File: config.mk
export PLATFORM = sky130hd
export DESIGN_NAME = sd_cmd_sequencer
export DESIGN_NICKNAME = d
export VERILOG_FILES = /design/src/rtl/sd_pkg.sv /design/src/rtl/sd_crc16.sv /design/src/rtl/sd_cmd_sequencer.sv
export SDC_FILE = /design/constraint.sdc
export NUM_CORES = 1
export LEC_CHECK = 0
export CAP_MARGIN = 25
export CORE_ASPECT_RATIO = 1.4
export CORE_MARGIN = 4
export CORE_UTILIZATION = 36
export CTS_CLUSTER_DIAMETER = 100
export DETAILED_ROUTE_END_ITERATION = 16
export HOLD_SLACK_MARGIN = 0.05
export PLACE_DENSITY = 0.54
export SYNTH_ARGS = -nofsm -noshare
export SYNTH_HDL_FRONTEND = slang
export SYNTH_HIERARCHICAL = 1
export SYNTH_SLANG_ARGS = --single-unit
File: constraint.sdc
create_clock -name CLOCK_50 -period 4.27 [get_ports CLOCK_50]
set_clock_uncertainty 0.2 [all_clocks]
set_input_delay 0.6405 -clock CLOCK_50 [delete_from_list [all_inputs] [get_ports CLOCK_50]]
set_output_delay 0.6405 -clock CLOCK_50 [all_outputs]
set_load 0.02 [all_outputs]
File: src/rtl/sd_pkg.sv
// Shared types, constants and CRC7 helper for the SD SPI-mode command sequencer.
package sd_pkg;

  typedef enum logic [3:0] {
    ST_BOOT,
    ST_IDLE,
    ST_PRE,
    ST_CMD,
    ST_R1,
    ST_TOKEN,
    ST_DATA,
    ST_CRC,
    ST_TAIL
  } sd_state_e;

  localparam logic [2:0] SD_ERR_OK            = 3'd0;
  localparam logic [2:0] SD_ERR_R1_TIMEOUT    = 3'd1;
  localparam logic [2:0] SD_ERR_R1            = 3'd2;
  localparam logic [2:0] SD_ERR_TOKEN_TIMEOUT = 3'd3;
  localparam logic [2:0] SD_ERR_TOKEN         = 3'd4;
  localparam logic [2:0] SD_ERR_CRC           = 3'd5;

  localparam logic [7:0] SD_TOKEN_START = 8'hFE;
  localparam logic [7:0] SD_FILL        = 8'hFF;

  // CRC7 (x^7+x^3+1), one byte MSB first.
  function automatic logic [6:0] sd_crc7_byte(input logic [6:0] crc, input logic [7:0] data);
    logic [6:0] c;
    logic [7:0] d;
    logic       fb;
    c = crc;
    d = data;
    for (int unsigned i = 0; i < 8; i++) begin
      fb = c[6] ^ d[7];
      c  = {c[5:0], 1'b0};
      if (fb) c = c ^ 7'h09;
      d  = {d[6:0], 1'b0};
    end
    return c;
  endfunction

endpackage

File: src/rtl/sd_crc16.sv
// Byte-serial CRC-CCITT (x^16+x^12+x^5+1, init 0) accumulator with clear and enable.
module sd_crc16 (
  input  logic        clk,
  input  logic        rst_n,
  input  logic        clr,
  input  logic        en,
  input  logic [7:0]  din,
  output logic [15:0] crc
);

  logic [15:0] crc_q, crc_d;

  always_comb begin
    logic [15:0] c;
    logic [7:0]  d;
    logic        fb;
    c = crc_q;
    d = din;
    for (int unsigned i = 0; i < 8; i++) begin
      fb = c[15] ^ d[7];
      c  = {c[14:0], 1'b0};
      if (fb) c = c ^ 16'h1021;
      d  = {d[6:0], 1'b0};
    end
    crc_d = crc_q;
    if (clr)     crc_d = '0;
    else if (en) crc_d = c;
  end

  always_ff @(posedge clk or negedge rst_n) begin
    if (!rst_n) crc_q <= '0;
    else        crc_q <= crc_d;
  end

  assign crc = crc_q;

endmodule

File: src/rtl/sd_cmd_sequencer.sv
// SD SPI-mode transaction sequencer: command framing, R1 poll, optional block read.
// Optional data CRC16 check is built when SD_CRC16_CHECK_EN is defined.
module sd_cmd_sequencer
  import sd_pkg::*;
#(
  parameter int unsigned NCR_MAX       = 8,
  parameter int unsigned TOKEN_TIMEOUT = 4096,
  parameter int unsigned BLOCK_LEN     = 512
) (
  input  logic        CLOCK_50,
  input  logic        nRESET,
  input  logic        cmd_valid,
  output logic        cmd_ready,
  input  logic [5:0]  cmd_index,
  input  logic [31:0] cmd_arg,
  input  logic        cmd_rd_block,
  output logic        spi_start,
  output logic [7:0]  spi_tx,
  input  logic        spi_busy,
  input  logic [7:0]  spi_rx,
  output logic        spi_cs_n,
  output logic [7:0]  rd_data,
  output logic        rd_valid,
  output logic        done,
  output logic [7:0]  r1,
  output logic [2:0]  err
);

  sd_state_e   state_q, state_d;
  logic        pend_q, pend_d;
  logic        busy_q;
  logic        cs_n_q, cs_n_d;
  logic [7:0]  r1_q, r1_d;
  logic [2:0]  err_q, err_d;
  logic [5:0]  idx_q, idx_d;
  logic [31:0] arg_q, arg_d;
  logic        rd_q, rd_d;
  logic [6:0]  crc7_q, crc7_d;
  logic [12:0] poll_q, poll_d;
  logic [15:0] cnt_q, cnt_d;

  logic        xfer_done;
  logic        want_byte;
  logic        issue;
  logic        to_tail;
  logic [7:0]  tx_byte;
  logic [12:0] poll_inc;

  // A transfer completes only on a falling busy edge we launched; stray busy pulses are ignored.
  assign xfer_done = pend_q & busy_q & ~spi_busy;
  assign want_byte = (state_q != ST_BOOT) && (state_q != ST_IDLE);
  assign issue     = want_byte & ~pend_q & ~spi_busy;
  assign poll_inc  = (poll_q == '1) ? poll_q : poll_q + 13'd1;

  always_comb begin
    tx_byte = SD_FILL;
    if (state_q == ST_CMD) begin
      case (cnt_q[2:0])
        3'd0:    tx_byte = {2'b01, idx_q};
        3'd1:    tx_byte = arg_q[31:24];
        3'd2:    tx_byte = arg_q[23:16];
        3'd3:    tx_byte = arg_q[15:8];
        3'd4:    tx_byte = arg_q[7:0];
        default: tx_byte = {crc7_q, 1'b1};
      endcase
    end
  end

`ifdef SD_CRC16_CHECK_EN
  logic        crc_clr;
  logic        crc_en;
  logic [15:0] crc16;
  logic [7:0]  crc_hi_q, crc_hi_d;

  assign crc_clr = (state_q == ST_IDLE) & cmd_valid;
  assign crc_en  = (state_q == ST_DATA) & xfer_done;

  sd_crc16 u_crc16 (
    .clk   (CLOCK_50),
    .rst_n (nRESET),
    .clr   (crc_clr),
    .en    (crc_en),
    .din   (spi_rx),
    .crc   (crc16)
  );

  always_comb begin
    crc_hi_d = crc_hi_q;
    if ((state_q == ST_CRC) && xfer_done && (cnt_q == 16'd0)) crc_hi_d = spi_rx;
  end

  always_ff @(posedge CLOCK_50 or negedge nRESET) begin
    if (!nRESET) crc_hi_q <= '0;
    else         crc_hi_q <= crc_hi_d;
  end
`endif

  always_comb begin
    state_d   = state_q;
    pend_d    = pend_q;
    cs_n_d    = cs_n_q;
    r1_d      = r1_q;
    err_d     = err_q;
    idx_d     = idx_q;
    arg_d     = arg_q;
    rd_d      = rd_q;
    crc7_d    = crc7_q;
    poll_d    = poll_q;
    cnt_d     = cnt_q;
    to_tail   = 1'b0;
    spi_start = 1'b0;
    rd_valid  = 1'b0;
    done      = 1'b0;

    if (issue) begin
      spi_start = 1'b1;
      pend_d    = 1'b1;
      if ((state_q == ST_CMD) && (cnt_q < 16'd5)) crc7_d = sd_crc7_byte(crc7_q, tx_byte);
    end
    if (xfer_done) pend_d = 1'b0;

    case (state_q)
      ST_BOOT: state_d = ST_IDLE;
      ST_IDLE: begin
        if (cmd_valid) begin
          idx_d   = cmd_index;
          arg_d   = cmd_arg;
          rd_d    = cmd_rd_block;
          cs_n_d  = 1'b0;
          err_d   = SD_ERR_OK;
          r1_d    = SD_FILL;
          crc7_d  = '0;
          cnt_d   = '0;
          poll_d  = '0;
          state_d = ST_PRE;
        end
      end
      ST_PRE: begin
        if (xfer_done) begin
          cnt_d   = '0;
          state_d = ST_CMD;
        end
      end
      ST_CMD: begin
        if (xfer_done) begin
          if (cnt_q == 16'd5) begin
            poll_d  = '0;
            state_d = ST_R1;
          end else begin
            cnt_d = cnt_q + 16'd1;
          end
        end
      end
      ST_R1: begin
        if (xfer_done) begin
          poll_d = poll_inc;
          if (!spi_rx[7]) begin
            r1_d   = spi_rx;
            poll_d = '0;
            if (rd_q && (spi_rx != 8'h00)) begin
              err_d   = SD_ERR_R1;
              to_tail = 1'b1;
            end else if (rd_q) begin
              state_d = ST_TOKEN;
            end else begin
              to_tail = 1'b1;
            end
          end else if (poll_inc >= 13'(NCR_MAX)) begin
            err_d   = SD_ERR_R1_TIMEOUT;
            to_tail = 1'b1;
          end
        end
      end
      ST_TOKEN: begin
        if (xfer_done) begin
          poll_d = poll_inc;
          if (spi_rx == SD_TOKEN_START) begin
            cnt_d   = '0;
            state_d = ST_DATA;
          end else if (spi_rx[7:4] == 4'h0) begin
            err_d   = SD_ERR_TOKEN;
            to_tail = 1'b1;
          end else if (poll_inc >= 13'(TOKEN_TIMEOUT)) begin
            err_d   = SD_ERR_TOKEN_TIMEOUT;
            to_tail = 1'b1;
          end
        end
      end
      ST_DATA: begin
        if (xfer_done) begin
          rd_valid = 1'b1;
          if (cnt_q == 16'(BLOCK_LEN - 1)) begin
            cnt_d   = '0;
            state_d = ST_CRC;
          end else begin
            cnt_d = cnt_q + 16'd1;
          end
        end
      end
      ST_CRC: begin
        if (xfer_done) begin
          if (cnt_q == 16'd0) begin
            cnt_d = 16'd1;
          end else begin
`ifdef SD_CRC16_CHECK_EN
            if ({crc_hi_q, spi_rx} != crc16) err_d = SD_ERR_CRC;
`endif
            to_tail = 1'b1;
          end
        end
      end
      ST_TAIL: begin
        if (xfer_done) begin
          done    = 1'b1;
          state_d = ST_IDLE;
        end
      end
      default: state_d = ST_IDLE;
    endcase

    // CS is released before the trailing filler byte is launched.
    if (to_tail) begin
      state_d = ST_TAIL;
      cs_n_d  = 1'b1;
    end
  end

  always_ff @(posedge CLOCK_50 or negedge nRESET) begin
    if (!nRESET) begin
      state_q <= ST_BOOT;
      pend_q  <= 1'b0;
      busy_q  <= 1'b0;
      cs_n_q  <= 1'b1;
      r1_q    <= SD_FILL;
      err_q   <= SD_ERR_OK;
      idx_q   <= '0;
      arg_q   <= '0;
      rd_q    <= 1'b0;
      crc7_q  <= '0;
      poll_q  <= '0;
      cnt_q   <= '0;
    end else begin
      state_q <= state_d;
      pend_q  <= pend_d;
      busy_q  <= spi_busy;
      cs_n_q  <= cs_n_d;
      r1_q    <= r1_d;
      err_q   <= err_d;
      idx_q   <= idx_d;
      arg_q   <= arg_d;
      rd_q    <= rd_d;
      crc7_q  <= crc7_d;
      poll_q  <= poll_d;
      cnt_q   <= cnt_d;
    end
  end

  assign cmd_ready = (state_q == ST_IDLE);
  assign spi_tx    = tx_byte;
  assign spi_cs_n  = cs_n_q;
  assign rd_data   = spi_rx;
  assign r1        = r1_q;
  assign err       = err_q;

endmodule

==> results.ini, run 1 <==
[synthesis]
ys_types = 67
synth_top_family_by_area = simple AND/OR/NAND/NOR gates
yosysWarnings = 6
synth.top_cell.area_share_pct = 38.1
ys_top_cells_by_count = nand2_1 (163), dfrtp_1 (84), nor2_1 (44), o21ai_0 (44), clkbuf_1 (32)
syn_area_per_cell_sq_um = 8.27
async_reset_ff_share_pct = 100
synthSimpleGateAreaFrac_pct = 28.4
synth_top_area_cell = dfrtp_1
yosys_register_bits = 93
netlist_area_sq_mm = 0.00551
synth_edf_count = 0
synth_most_common_cell = nand2_1
synth_xor_area_share_pct = 0.477
syn_nets = 725
ys.flop_type = dfrtp_1
synth.area.top_cells = dfrtp_1 (38%), nand2_1 (11%), dfstp_2 (4.3%)
yosysSeqAreaShare_pct = 42.4
synth_compound_area_share_pct = 21.0
netlist_instances = 667
synth_mux_area_share_pct = 1.36
synth_adder_area_share_pct = 1.59

[clock_network]
cts_buffer_depth = 2
cts_hold_buffers = 0
clk_pin_slew_ps = 70
postCtsSetupBuffers = 0
cts_tree = built
clk_latency_ps = 350
ctsResizeCount = 0
htreeDepth = 3
cts_inserted_buffers = 9
cts.sink_count = 93
cts_root_buffer = clkbuf_16

[pwr]
switching_power_mw = 1.67
powerDensity_mw_per_mm2 = 586
power.internal_mw = 2.28
power_frac_comb_pct = 44.7
p_leak_nw = 2.87
swShare_pct = 42.3
pwr-share-clk_pct = 20.2
peakVddDrop_mv = 0.251
pwr-share-seq_pct = 35.1

[floorplanning]
io-pin-count = 83
dieHeight_um = 154
die_w_um = 113
initial_core_util_pct = 36.6
num_rows = 53
coreArea_sq_mm = 0.0151
die-area_sq_mm = 0.0174

[worst_setup_path]
crit_path_cell_trace = nand4bb_1 -> a221oi_1 -> nand3_1 -> clkdlybuf4s50_1
cp_slowest_stage_delay_ps = 700
cp_num_buf_inv = 1
cp-start-kind = flip-flop
path_max_fanout = 16
worstSetupPathType = reg2out
cp_top_family = simple AND/OR/NAND/NOR gates
required_ps = 3430
cp_slowest_cell = a221oi_1
cp-end-kind = output port
r2r_slack_ps = 790
cp.arrival_ps = 3120

[outcome]
status = complete, no violations

[place]
placement.io_buffers = 82
dp_hpwl_um = 11500
dp_cells = 903
globalplace.congestion = 0.871

[layout]
seqCellArea_sq_mm = 0.00234
nFillCells = 1496
syn_to_final_growth_pct = 22.4
nets = 781
drive_gt1_share_pct = 6.59
diodes = 0
final_cells = 920
utilization_pct = 44.9
multi_input_area_sq_mm = 0.00292

[grt]
grt_antenna_before_repair = 0
grt_max_degree = 79
grt_pass1_wl_um = 25700
grt-ovfl-total = 0
grt_usage_pct = 18.0
grt_pass1_vias = 5163

[route]
ant_nets = 0
firstDrtPassIters = 4
vias = 5207
vias_per_cell = 5.66
routedWlPerCell_um = 17.1
routed_wl_um = 15700
drt_iter0_drc = 320
drc = 0

[sta]
setup_viol = 0
relSlewSlack_pct = 55.8
tns_ps = 0
period_share_pct = 92.8
grt_setup_unrepaired = false
period_needed_ps = 3960
slew_viol_final = 0
hold_ws_ps = 68.9
worstMarginPinSlew_ps = 657
clock.fmax_mhz = 252
finalHoldViolCount = 0

[min_path]
hold_path_class = in2async

[job]
cap_violations = 0

## logic make-up after synthesis
kind of cell	Yosys count
AND/OR/NAND/NOR	334
buffers and inverters	60
AO/OA/AOI/OAI	163
flip-flops	93
XOR/XNOR	3
adder cells (fa/ha/maj)	7
multiplexers	7
## worst paths after layout
kind                              end  cells past startpoint       start
setup / recovery            spi_tx[2]                      4  state_q[0]
hold / removal             poll_q[10]                      1      nRESET
setup reg to reg            crc7_q[3]                      9    cnt_q[0]
hold reg to reg             arg_q[21]                      2   arg_q[21]
max in group asynchronous    spi_cs_n                      2      nRESET
min in group CLOCK_50       arg_q[21]                      2   arg_q[21]
## layout make-up
class / count / area share [%]
clock inverter: 7 / 0.964
multi-input combinational: 514 / 43.3
timing repair buffer: 94 / 13.6
clock buffer: 9 / 3.34
inverter: 11 / 0.612
tap: 192 / 3.56
sequential: 93 / 34.6
## state kept, by name (all words and copies together) (netlist names)
signal / cells
arg_q: 32
busy_q: 1
cnt_q: 16
crc7_q: 7
err: 3
idx_q: 6
pend_q: 1
poll_q: 13
r1: 8
rd_q: 1
spi_cs_n: 1
state_q: 4
## cell usage in the layout, fill, tap and decap left out, types with 7 or more instances in the layout
cell type        instances
nand3_1                 28
clkbuf_16                9
ha_1                     7
buf_4                   12
a21oi_1                 16
nand2_1                163
inv_1                   11
nor2b_1                  7
and3_1                   9
nor3_1                  17
nand4_1                  7
a211oi_1                 7
a31oi_1                 13
o31ai_1                 10
nor4_1                  10
clkdlybuf4s50_1         81
nand2b_1                 9
nor2_1                  44
and2_1                  10
dfstp_2                  9
o21ai_0                 44
dfrtp_1                 84
o22a_1                   9
## worst register-to-register path, cell delays in order (launching register included)
cell      delay (ps)
dfrtp_1          420
inv_1            160
ha_1             530
nor2_1           170
a222oi_1         600
a21oi_1          150
or4b_1           510
and3_1           210
o21a_1           190
o31ai_1          240
## metal layers
| metal | share of wire, % | global-route usage (%) |
|---|---|---|
| met5 | 0 | 0 |
| met4 | 3.1 | 7.56 |
| met3 | 4.1 | 2.86 |
| met2 | 51 | 32.2 |
| met1 | 41 | 21.3 |
## per-stage QoR
| step | setup slack (ps) | power (mW) | cell area, sq um |
|---|---|---|---|
| finish | 306 | 3.95 | 6750 |
| global route | 104 | 4.25 | 6750 |
| CTS | 403 | 3.98 | 6730 |
| detailed placement | 565 | 3.17 | 6440 |
| global placement | 732 | 3.12 | 6440 |
| floorplan | 921 | 2.57 | 5510 |
## power by group through the flow
stage / Clock [mW] / Sequential (mW) / Combinational, mW
2_1_floorplan: 0 / 1.39 / 1.18
6_report: 0.800 / 1.39 / 1.77
4_1_cts: 0.822 / 1.38 / 1.77
3_5_place_dp: 0 / 1.40 / 1.77
5_1_grt: 0.857 / 1.42 / 1.97
3_3_place_gp: 0 / 1.39 / 1.73
(Power assumes the default switching activity.)
==> inputs of run 2 (changes only) <==
==> constraint.sdc (replaced) <==
create_clock -name CLOCK_50 -period 4.02 [get_ports CLOCK_50]
set_clock_uncertainty 0.2 [all_clocks]
set_input_delay 0.603 -clock CLOCK_50 [delete_from_list [all_inputs] [get_ports CLOCK_50]]
set_output_delay 0.603 -clock CLOCK_50 [all_outputs]
set_load 0.02 [all_outputs]
==> results.ini, run 2 (synthesis results as in run 1) <==
[outcome]
status = complete, no violations

[worst_setup_path]
path_max_fanout = 13  ; -3
cp-start-kind = flip-flop
worstSetupPathType = reg2out
required_ps = 3220  ; -210 ps
cp-end-kind = output port
cp.arrival_ps = 2920  ; -200 ps

[grt]
grt_pass1_wl_um = 25800  ; +0.43%
grt_antenna_before_repair = 0  ; unchanged
grt_usage_pct = 18.0  ; -0.037 points
grt_pass1_vias = 5214  ; +0.99%
grt-ovfl-total = 0  ; unchanged
grt_max_degree = 61  ; -23%

[route]
drt_iter0_drc = 366  ; +14%
drc = 0  ; unchanged
routedWlPerCell_um = 16.7  ; -2.2%
firstDrtPassIters = 5  ; +1
vias = 5162  ; -0.86%
ant_nets = 0  ; unchanged
vias_per_cell = 5.60  ; -0.97%
wl_met3_um = 549  ; -15%
wl_met2_um = 7920  ; -1.8%
top_layer_used = met4
wl_met1_um = 6320  ; -2.6%
routed_wl_um = 15400  ; -2.1%

[clock_network]
cts_inserted_buffers = 9  ; unchanged
cts_buffer_depth = 2  ; unchanged
cts.sink_count = 93  ; unchanged
clk_pin_slew_ps = 70  ; about the same
cts_root_buffer = clkbuf_16
htreeDepth = 3  ; unchanged
ctsResizeCount = 0  ; unchanged
cts_tree = built
clk_latency_ps = 350  ; about the same
postCtsSetupBuffers = 0  ; unchanged
cts_hold_buffers = 0  ; unchanged

[layout]
top_regs = arg_q x32, cnt_q x16, poll_q x13
nFillCells = 1474  ; -1.5%
final_area_sq_mm = 0.00674  ; -0.11%
final_common_cell = nand2_1
layout_common_cells = nand2_1 (163), dfrtp_1 (84), clkdlybuf4s50_1 (81)
final_cells = 921  ; +0.11%
nets = 782  ; +0.13%
drive_gt1_share_pct = 6.72  ; +0.13 points
top_register = arg_q
syn_to_final_growth_pct = 22.3
diodes = 0  ; unchanged
largest_register_ffs = 32  ; unchanged

[floorplanning]
io-pin-count = 83  ; unchanged
dieHeight_um = 154  ; unchanged
coreArea_sq_mm = 0.0151  ; unchanged
die-area_sq_mm = 0.0174  ; unchanged
initial_core_util_pct = 36.6  ; unchanged
num_rows = 53  ; unchanged
die_w_um = 113  ; unchanged

[sta]
period_share_pct = 92.5
finalHoldViolCount = 0  ; unchanged
period_needed_ps = 3720
slew_viol_final = 0  ; unchanged
relSlewSlack_pct = 47.3  ; -8.5 points
clock.fmax_mhz = 269
setup_viol = 0  ; unchanged
worstMarginPinSlew_ps = 791  ; +134 ps
tns_ps = 0  ; unchanged
grt_setup_unrepaired = false

[pwr]
p_total_mw = 4.18  ; +5.7%
powerDensity_mw_per_mm2 = 620  ; +5.9%
p_leak_nw = 2.87  ; about the same
peakVddDrop_mv = 0.259  ; +3.0%

[place]
dp_hpwl_um = 11400  ; -0.69%
dp_cells = 904  ; +0.11%
placement.io_buffers = 82  ; unchanged
place_area_sq_mm = 0.00645  ; +0.12%
globalplace.congestion = 0.862  ; -1.1%

[job]
cap_violations = 0  ; unchanged

[min_path]
hold_path_class = in2async

-- run 2: final timing paths --
kind | startpoint | endpoint | slack [ps] | cells after the start
max in group asynchronous | nRESET | arg_q[0] | 2700 | 2
min in group CLOCK_50 | arg_q[7] | arg_q[7] | 280 | 2
worst min-delay path | nRESET | poll_q[10] | 100 | 1
worst max register to register | cnt_q[0] | crc7_q[3] | 640 | 10
worst max-delay path | cnt_q[0] | spi_tx[2] | 300 | 6
worst min register to register | arg_q[7] | arg_q[7] | 280 | 2
-- run 2: routing by layer --
metal | up-vias | track usage (%)
met4 | 0 | 7.67
met5 | - | 0
met1 | 2445 | 20.8
li1 | 2524 | -
met3 | 45 | 3.05
met2 | 148 | 32.4
-- run 2: area by class of cell --
type	count	area, sq um	share of cell area [%]
well taps	192	240	3.56
flip-flops and latches	93	2340	34.7
multi-input cells	514	2920	43.3
inverters	11	41.3	0.612
clock inverters	7	62.6	0.928
clock buffers	9	225	3.34
repair buffers	95	916	13.6
-- run 2: where the power goes --
| part | switching [mW] | leakage (nW) | internal [mW] | total, mW |
|---|---|---|---|---|
| sequential | 0.269 | 1.19 | 1.25 | 1.52 |
| combinational | 1.08 | 1.54 | 0.733 | 1.82 |
| clock | 0.408 | 0.139 | 0.433 | 0.841 |
| total | 1.76 | 2.87 | 2.42 | 4.18 |
-- run 2: stage by stage --
step	utilization [%]	hold WS [ps]	setup slack (ps)
final	44.8	105	300
after detailed placement	42.8	264	492
after global placement	42.8	262	555
after floorplan	-	107	671
after global routing	44.8	205	43.0
after CTS	44.8	162	233
-- run 2: worst max-delay path: stages, from the launching register on --
cell and delay, ps:
dfrtp_1 420, inv_1 130, ha_1 410, and2_1 330, a221oi_1 530, nand3_1 170
clkdlybuf4s50_1 580
